$ cat src/rtl/inst_rom_responder_pkg.sv
// ----------------------------------------------------------------------------
// inst_rom_responder_pkg
//   Shared types, FSM state encodings and the built-in ROM image used by the
//   instruction-fetch responder and its word array.
//   No ports (package).
// ----------------------------------------------------------------------------
package inst_rom_responder_pkg;

    typedef logic [31:0] word_t;

    localparam word_t ZERO_WORD = 32'h0000_0000;

    // FSM encodings kept as plain constants so legacy code can compare against them
    localparam logic [1:0] ST_IDLE = 2'd0;
    localparam logic [1:0] ST_WAIT = 2'd1;
    localparam logic [1:0] ST_DATA = 2'd2;

    // Contents of the instruction ROM, one word per index. The low byte of the
    // index shows up in two byte lanes so every location is distinguishable,
    // and upper index bits fold into the top lanes so deep locations differ too.
    function automatic word_t romImageWord(input word_t idx);
        return 32'h2400_0000
             ^ {8'h00, idx[7:0], 8'h00, idx[7:0]}
             ^ {idx[31:8], 8'h00};
    endfunction

endpackage

$ cat src/rtl/inst_rom_array.sv
// ----------------------------------------------------------------------------
// inst_rom_array
//   Read-only instruction word array with an asynchronous read port. The
//   image is fixed at elaboration by romImageWord and is never written.
// Ports:
//   index_i  in   DEPTH_LOG2  word index into the array
//   data_o   out  32          word stored at index_i
// ----------------------------------------------------------------------------
module inst_rom_array
    import inst_rom_responder_pkg::*;
#(
    parameter int DEPTH_LOG2 = 17
) (
    input  logic [DEPTH_LOG2-1:0] index_i,
    output word_t                 data_o
);

    // Asynchronous read: the word follows the index within the same cycle
    assign data_o = romImageWord(word_t'(index_i));

endmodule

$ cat src/rtl/inst_rom_responder.sv
// ----------------------------------------------------------------------------
// inst_rom_responder
//   Memory side of the OpenMIPS instruction-fetch interface. Accepts a fetch
//   request, optionally inserts WAIT_CYCLES access cycles, then presents the
//   instruction word while the CPU holds the same address. Requests a stall
//   whenever the CPU is fetching and the word is not yet valid.
// Ports:
//   clk           in   1   system clock
//   rst           in   1   asynchronous active-high reset
//   ce_i          in   1   fetch request enable
//   addr_i        in   32  byte address of the instruction
//   inst_o        out  32  instruction word, zero when not valid
//   inst_valid_o  out  1   inst_o belongs to the current addr_i
//   stall_req_o   out  1   CPU must hold PC and addr_i this cycle
//   err_o         out  1   sticky flag: misaligned or out-of-range fetch seen
// ----------------------------------------------------------------------------
module inst_rom_responder
    import inst_rom_responder_pkg::*;
#(
    parameter int DEPTH_LOG2  = 17,
    parameter int WAIT_CYCLES = 0
) (
    input  logic        clk,
    input  logic        rst,
    input  logic        ce_i,
    input  logic [31:0] addr_i,
    output logic [31:0] inst_o,
    output logic        inst_valid_o,
    output logic        stall_req_o,
    output logic        err_o
);

    localparam logic [3:0] WAIT_LOAD = 4'(WAIT_CYCLES);

    logic [1:0]  state_q,   state_d;
    word_t       latAddr_q, latAddr_d;
    logic [3:0]  waitCnt_q, waitCnt_d;
    logic        latBad_q,  latBad_d;
    logic        err_q,     err_d;

    logic        addrBad;
    logic        sameAddr;
    logic        relatch;
    logic        hit;
    word_t       romWord;

    // A fetch is bad if it is not word aligned or falls beyond the ROM depth
    assign addrBad  = (addr_i[1:0] != 2'b00) || (addr_i[31:DEPTH_LOG2+2] != '0);
    assign sameAddr = (addr_i == latAddr_q);

    // Data is only offered for the exact address that was latched; rst forces
    // all handshake outputs low even if the CPU keeps ce_i asserted
    assign hit = !rst && (state_q == ST_DATA) && ce_i && sameAddr;

    inst_rom_array #(
        .DEPTH_LOG2 (DEPTH_LOG2)
    ) u_romArray (
        .index_i (latAddr_q[DEPTH_LOG2+1:2]),
        .data_o  (romWord)
    );

    // Next-state logic. Any address change while busy or presenting data
    // restarts the access for the new address, so a stale word is never
    // returned for an address the CPU has moved away from.
    always_comb begin
        state_d   = state_q;
        latAddr_d = latAddr_q;
        waitCnt_d = waitCnt_q;
        latBad_d  = latBad_q;
        err_d     = err_q;
        relatch   = 1'b0;

        case (state_q)
            ST_IDLE: begin
                if (ce_i) begin
                    relatch = 1'b1;
                end
            end
            ST_WAIT: begin
                if (!ce_i) begin
                    state_d = ST_IDLE;
                end else if (!sameAddr) begin
                    relatch = 1'b1;
                end else begin
                    waitCnt_d = waitCnt_q - 4'd1;
                    if (waitCnt_q == 4'd1) begin
                        state_d = ST_DATA;
                    end
                end
            end
            ST_DATA: begin
                if (!ce_i) begin
                    state_d = ST_IDLE;
                end else if (!sameAddr) begin
                    relatch = 1'b1;
                end
            end
            default: begin
                state_d = ST_IDLE;
            end
        endcase

        if (relatch) begin
            latAddr_d = addr_i;
            latBad_d  = addrBad;
            waitCnt_d = WAIT_LOAD;
            err_d     = err_q | addrBad;
            state_d   = (WAIT_CYCLES == 0) ? ST_DATA : ST_WAIT;
        end
    end

    // State registers; reset drops any access in flight and clears the error flag
    always_ff @(posedge clk or posedge rst) begin
        if (rst) begin
            state_q   <= ST_IDLE;
            latAddr_q <= ZERO_WORD;
            waitCnt_q <= 4'd0;
            latBad_q  <= 1'b0;
            err_q     <= 1'b0;
        end else begin
            state_q   <= state_d;
            latAddr_q <= latAddr_d;
            waitCnt_q <= waitCnt_d;
            latBad_q  <= latBad_d;
            err_q     <= err_d;
        end
    end

    // A bad fetch still completes its handshake but returns a nop
    assign inst_valid_o = hit;
    assign inst_o       = (hit && !latBad_q) ? romWord : ZERO_WORD;
    assign stall_req_o  = !rst && ce_i && !hit;
    assign err_o        = err_q;

endmodule

$ cat config.mk
export PLATFORM = sky130hd
export DESIGN_NAME = inst_rom_responder
export DESIGN_NICKNAME = d
export VERILOG_FILES = /design/src/rtl/inst_rom_responder_pkg.sv /design/src/rtl/inst_rom_array.sv /design/src/rtl/inst_rom_responder.sv
export SDC_FILE = /design/constraint.sdc
export NUM_CORES = 1
export LEC_CHECK = 0
export ABC_CLOCK_PERIOD_IN_PS = 4400
export CORE_ASPECT_RATIO = 0.5
export CORE_UTILIZATION = 40
export CTS_CLUSTER_DIAMETER = 30
export DETAILED_ROUTE_END_ITERATION = 7
export GPL_ROUTABILITY_DRIVEN = 1
export HOLD_SLACK_MARGIN = 0.1
export PLACE_DENSITY_LB_ADDON = 0.12
export REMOVE_ABC_BUFFERS = 1
export SYNTH_ARGS = -nofsm -noshare
export SYNTH_HDL_FRONTEND = slang
export SYNTH_HIERARCHICAL = 1
export SYNTH_SLANG_ARGS = --single-unit
$ cat constraint.sdc
create_clock -name clk -period 4.4 [get_ports clk]
set_input_delay 0.88 -clock clk [delete_from_list [all_inputs] [get_ports clk]]
set_output_delay 0.88 -clock clk [all_outputs]
set_load 0.1 [all_outputs]
**Word-level counts from Yosys, hierarchy flattened**

Index checks and enable logic that the tools add are counted.
Widths: inputs -> output; s select.

- Register bits after elaboration: 40
- Word-level logic and storage cells: 50

- Add/subtract/negate cells: 1
- Eq/ne operators: 8
- Mux-type cells: 15
- Bitwise logic cells: 2
- Reduce and logical (&&, ||, !) cells: 19

Operators with widths:

| kind | count |
|---|---|
| $eq 32x32->1 | 1 |
| $mux 32 | 1 |
| $xor 30x17->30 | 1 |
| $mux 4 | 4 |
| $reduce_bool 13->1 | 1 |
| $mux 2 | 5 |
| $ne 4x4->1 const B | 2 |
| $reduce_bool 2->1 | 4 |
| $logic_and 1x1->1 | 6 |
| $pmux 2 s3 | 1 |
| $eq 4x1->1 const B | 1 |
| $reduce_and 4->1 | 1 |
| $sub 4x1->4 const B | 1 |
| $logic_not 1->1 | 3 |
| $mux 1 | 3 |
| $ne 3x3->1 const B | 1 |
| $reduce_and 3->1 | 1 |
| $eq 2x1->1 const B | 1 |
| $eq 2x2->1 const B | 1 |
| $logic_not 2->1 | 1 |
| $ne 2x2->1 const B | 1 |
| $pmux 1 s2 | 1 |
| $reduce_or 2->1 | 1 |
| $logic_or 1x1->1 | 1 |
| $or 1x1->1 | 1 |

**Depth between registers and ports, before layout**

Gate-level depths: netlist (run 1).

- Depth in word-level cells: 6
- Mapped depth: 6
- Depth with buffers taken out: 5

**Cells and area by module**

Netlist (run 1), hierarchy kept.

Modules (own cells, without submodules):

| module | instances | cells an instance | area an instance (µm²) | seq. area each (µm²) |
|---|---|---|---|---|
| inst_rom_responder | 1 | 165 | 1,960.6 | 875.8 |
| inst_rom_array | 1 | 34 | 249.0 | 0.0 |

**Least setup slack after synthesis (run 1)**

Ideal clock, no wire load.

- Path kind: input-to-output
- Start: input rst
- End: output inst_o[0]
- Data arrival time: 3.160 ns
- Data required time: 3.520 ns
- Slack: 0.360 ns
- Stages: 6
- Path buffers: 1
- Cells stage by stage: inv_1 nand2_1 nor2_1 nor4b_4 clkbuf_1 and2_1

- Cells in the longest elaborated chain, start to end: 6

RTL lines:

| what | line | source |
|---|---|---|
| start, declared | inst_rom_responder.sv:24 | `input logic rst,` |
| $logic_not 1->1 | inst_rom_responder.sv:53 | `assign hit = !rst && (state_q == ST_DATA) && ce_i && sameAddr;` |
| $logic_and 1x1->1 (3 in a row) | inst_rom_responder.sv:53 |  |
| $logic_and 1x1->1 | inst_rom_responder.sv:131 | `assign inst_o = (hit && !latBad_q) ? romWord : ZERO_WORD;` |
| $mux 32 | inst_rom_responder.sv:131 |  |
| end, declared | inst_rom_responder.sv:27 | `output logic [31:0] inst_o,` |

Every way passes these cells.

**Worst setup path after layout (run 1)**

- Start: input addr_i[21]
- End: output inst_o[17]

- Cells in the longest elaborated chain, start to end: 4

RTL lines:

| what | line | source |
|---|---|---|
| start, declared | inst_rom_responder.sv:26 | `input logic [31:0] addr_i,` |
| $eq 32x32->1 | inst_rom_responder.sv:49 | `assign sameAddr = (addr_i == latAddr_q);` |
| $logic_and 1x1->1 | inst_rom_responder.sv:53 |  |
| $logic_and 1x1->1 | inst_rom_responder.sv:131 |  |
| $mux 32 | inst_rom_responder.sv:131 |  |

Every way passes these cells.

==> results of run 1 <==
stage by stage:
| stage | worst slack, ns | power [mW] | cells |
|---|---|---|---|
| 2_1_floorplan | 0.152 | 0.459 | 167 |
| 3_3_place_gp | 0.368 | 0.518 | 304 |
| 3_5_place_dp | 0.286 | 0.522 | 304 |
| 4_1_cts | 0.280 | 0.747 | 312 |
| 5_1_grt | 0.195 | 0.775 | 312 |
| 6_report | 0.315 | 0.740 | 312 |
where the power goes:
group	switching, mW	total (mW)	internal [mW]
clock	0.114	0.225	0.111
sequential	0.0240	0.376	0.352
combinational	0.0567	0.139	0.0820
cell type report:
cell class | count | area, sq um | area share, %
multi-input cells | 130 | 1070 | 34.9
inverters | 2 | 7.51 | 0.245
clock inverters | 1 | 5.00 | 0.164
well taps | 70 | 87.6 | 2.86
flip-flops and latches | 35 | 876 | 28.6
clock buffers | 7 | 76.3 | 2.49
repair buffers | 67 | 941 | 30.7
registers in the layout, indices dropped and copies added (netlist names):
name	cells
err_o	1
latAddr_q	32
latBad_q	1
state_q	1
layout by cell type (no fill, tap or decap), drive strengths merged:
cell type,count
and4,1
nor4,7
clkbuf,7
nor4b,1
nor2,2
nand2,2
and2,32
dfrtp,35
nand3,1
clkinv,1
and3,1
o31ai,1
nor3,2
clkdlybuf4s50,35
nand4,4
xor2,17
or4,1
xnor2,16
inv,2
mux2i,1
buf,32
mux2,32
o21bai,1
conb,8
worst max-delay path: cells and delay by family:
kind,cells,cell delay (ns)
xor gates and xnor gates,1,0.14
buffers and inverters,3,0.94
and+or+nand+nor,4,1.24
final timing paths:
check / end / slack (ns) / cells past startpoint
max: inst_o[17] / 0.31 / 8
min: err_o$_DFFE_PP0P_ / 0.48 / 1
max reg2reg: latAddr_q[24]$_DFFE_PP0P_ / 1.89 / 6
min reg2reg: err_o$_DFFE_PP0P_ / 0.48 / 1
max in group asynchronous: latAddr_q[12]$_DFFE_PP0P_ / 3.05 / 3
min in group asynchronous: latAddr_q[9]$_DFFE_PP0P_ / 1.04 / 3
cell families after synthesis:
kind of cell           Yosys count
AO/OA/AOI/OAI                    2
XOR/XNOR                        33
buffers and inverters           40
flip-flops                      35
multiplexers                    33
other                            2
AND/OR/NAND/NOR                 54
metal layers:
layer  up-vias  routed length, microns
met1       683                    1960
met5         -                       0
met2        41                    1930
met4         0                      51
met3         7                     256
li1        705                       -
==> flow_summary.json, run 1 <==
{
  "post_cts_resize_count": 0,
  "clkLatencyLatePin_ns": 0.29,
  "avgSynthCellArea_sq_um": 11.1,
  "slew_viol_final": 0,
  "skew_ns": 0.00411,
  "clk_pin_slew_ns": 0.07,
  "ys_top_cells_by_area": "dfrtp_1 40%, mux2_2 15%, buf_4 11%, and2_1 9.1%, xor2_1 6.7%",
  "gr-usage-met1_pct": 20.3,
  "fmax_mhz": 245,
  "core_region_area_sq_mm": 0.00511,
  "synth_xor_area_share_pct": 13.1,
  "remaining_drc_errors": 0,
  "reg2reg_from": "latAddr_q[4]$_DFFE_PP0P_",
  "fin_setup_tns_ns": 0,
  "crit_start": "addr_i[21]",
  "async_flop_share_pct": 100,
  "place_area_sq_mm": 0.00298,
  "dieArea_sq_mm": 0.00584,
  "synth_top_area_share_pct": 39.6,
  "critical_path.slowest_cell": "or4_4",
  "synthesis.area_sq_mm": 0.00221,
  "drt-initial-drc-count": 40,
  "post-cts-setup-buffers": 0,
  "worstPathCellList": "clkdlybuf4s50_1 > xnor2_1 > nand4_1 > or4_4 > nor4b_4 > buf_4 > and2_1 > buf_12",
  "ios": 70,
  "syn_inst": 199,
  "maxSlewHeadroom_pct": 36.0,
  "overflow": 0,
  "crit_type": "input port to output pin",
  "viasPerCell": 4.60,
  "rsz0062_at_grt": "no",
  "use_met3_pct": 5.12,
  "drive_gt1_share_pct": 28.9,
  "synth-seq-area-share_pct": 39.6,
  "slowest_delay_ns": 0.61,
  "hold_viol_final": 0,
  "tritoncts": "built",
  "arrival_ns": 3.21,
  "first_pass_iters": 3,
  "fillers": 444,
  "vias": 1436,
  "cts-htree-levels": 2,
  "worstSetupStartpointType": "input port",
  "yosys.area_share.simple_pct": 15.8,
  "final_core_utilization_pct": 59.9,
  "num_antenna_cells": 0,
  "fin_crit_sh_pct": 92.8,
  "area_growth_pct": 38.5,
  "maxCapViolations": 0,
  "peakVddDrop_mv": 0.127,
  "grt_max_degree": 37,
  "root_buffer": "clkbuf_8",
  "met2_usage_pct": 26.8,
  "synth_compound_area_share_pct": 1.30,
  "synth_fa_ha_area_share_pct": 0,
  "synthFlopType": "dfrtp_1",
  "power.leakage_nw": 1.26,
  "grt_pass1_wl_mm": 6.92,
  "ys_ff_latch": 35,
  "hold_slack_ns": 0.483,
  "initial_core_util_pct": 43.2,
  "synth_mux_area_share_pct": 16.8,
  "wl_mm": 4.20,
  "design_area_sq_mm": 0.00306,
  "antenna_found_initial": 0,
  "cts_buffers": 5,
  "grtUsageTotal_pct": 16.2,
  "dp_hpwl_mm": 3.23,
  "power_density_mw_per_mm2": 242,
  "grt_most_used_layer": "met2",
  "rows": 18,
  "clockBufferDepth": 2,
  "cp-end-kind": "output pin",
  "wl_per_cell_microns": 13.5,
  "yosysWarnings": 6,
  "synth_top_cell_by_area": "dfrtp_1",
  "tightest_slew_ns": 0.958,
  "critical_path_required_ns": 3.52,
  "crit_fanout": 14,
  "port_buffers": 63,
  "cts_hold_buf": 0,
  "setup_viol": 0,
  "clkSinkCount": 35,
  "holdCritPathClass": "flop to flop",
  "synth_top_family_by_area": "multiplexers",
  "ant_nets": 0,
  "die_y_microns": 54.6,
  "die-width_microns": 107,
  "min_period_ns": 4.09,
  "synth_edf_count": 0,
  "synth_cell_types": 24,
  "grt_pass1_vias": 1452,
  "status": "finished, final reports clean",
  "synth.most_common_cell": "dfrtp_1",
  "final_nets": 276,
  "place_congestion": 0.750,
  "ys_top_cells_by_count": "35 x dfrtp_1, 32 x and2_1, 31 x buf_4, 29 x mux2_2, 17 x xor2_1",
  "worstHoldStart": "err_o$_DFFE_PP0P_"
}
(Power assumes the default switching activity.)
==> inputs of run 2 (changes only) <==
--- a/config.mk
+++ b/config.mk
@@ -8,7 +8,6 @@
 export ABC_CLOCK_PERIOD_IN_PS = 4400
 export CORE_ASPECT_RATIO = 0.5
 export CORE_UTILIZATION = 40
-export CTS_CLUSTER_DIAMETER = 30
 export DETAILED_ROUTE_END_ITERATION = 7
 export GPL_ROUTABILITY_DRIVEN = 1
 export HOLD_SLACK_MARGIN = 0.1
==> results of run 2 <==
No change in the layout: final DEF, timing and power equal those of run 1.
==> inputs of run 3 (changes only) <==
--- a/config.mk
+++ b/config.mk
@@ -13,6 +13,7 @@
 export HOLD_SLACK_MARGIN = 0.1
 export PLACE_DENSITY_LB_ADDON = 0.12
 export REMOVE_ABC_BUFFERS = 1
+export SLEW_MARGIN = 20
 export SYNTH_ARGS = -nofsm -noshare
 export SYNTH_HDL_FRONTEND = slang
 export SYNTH_HIERARCHICAL = 1
==> results of run 3 <==
No change in the layout: final DEF, timing and power equal those of run 1.
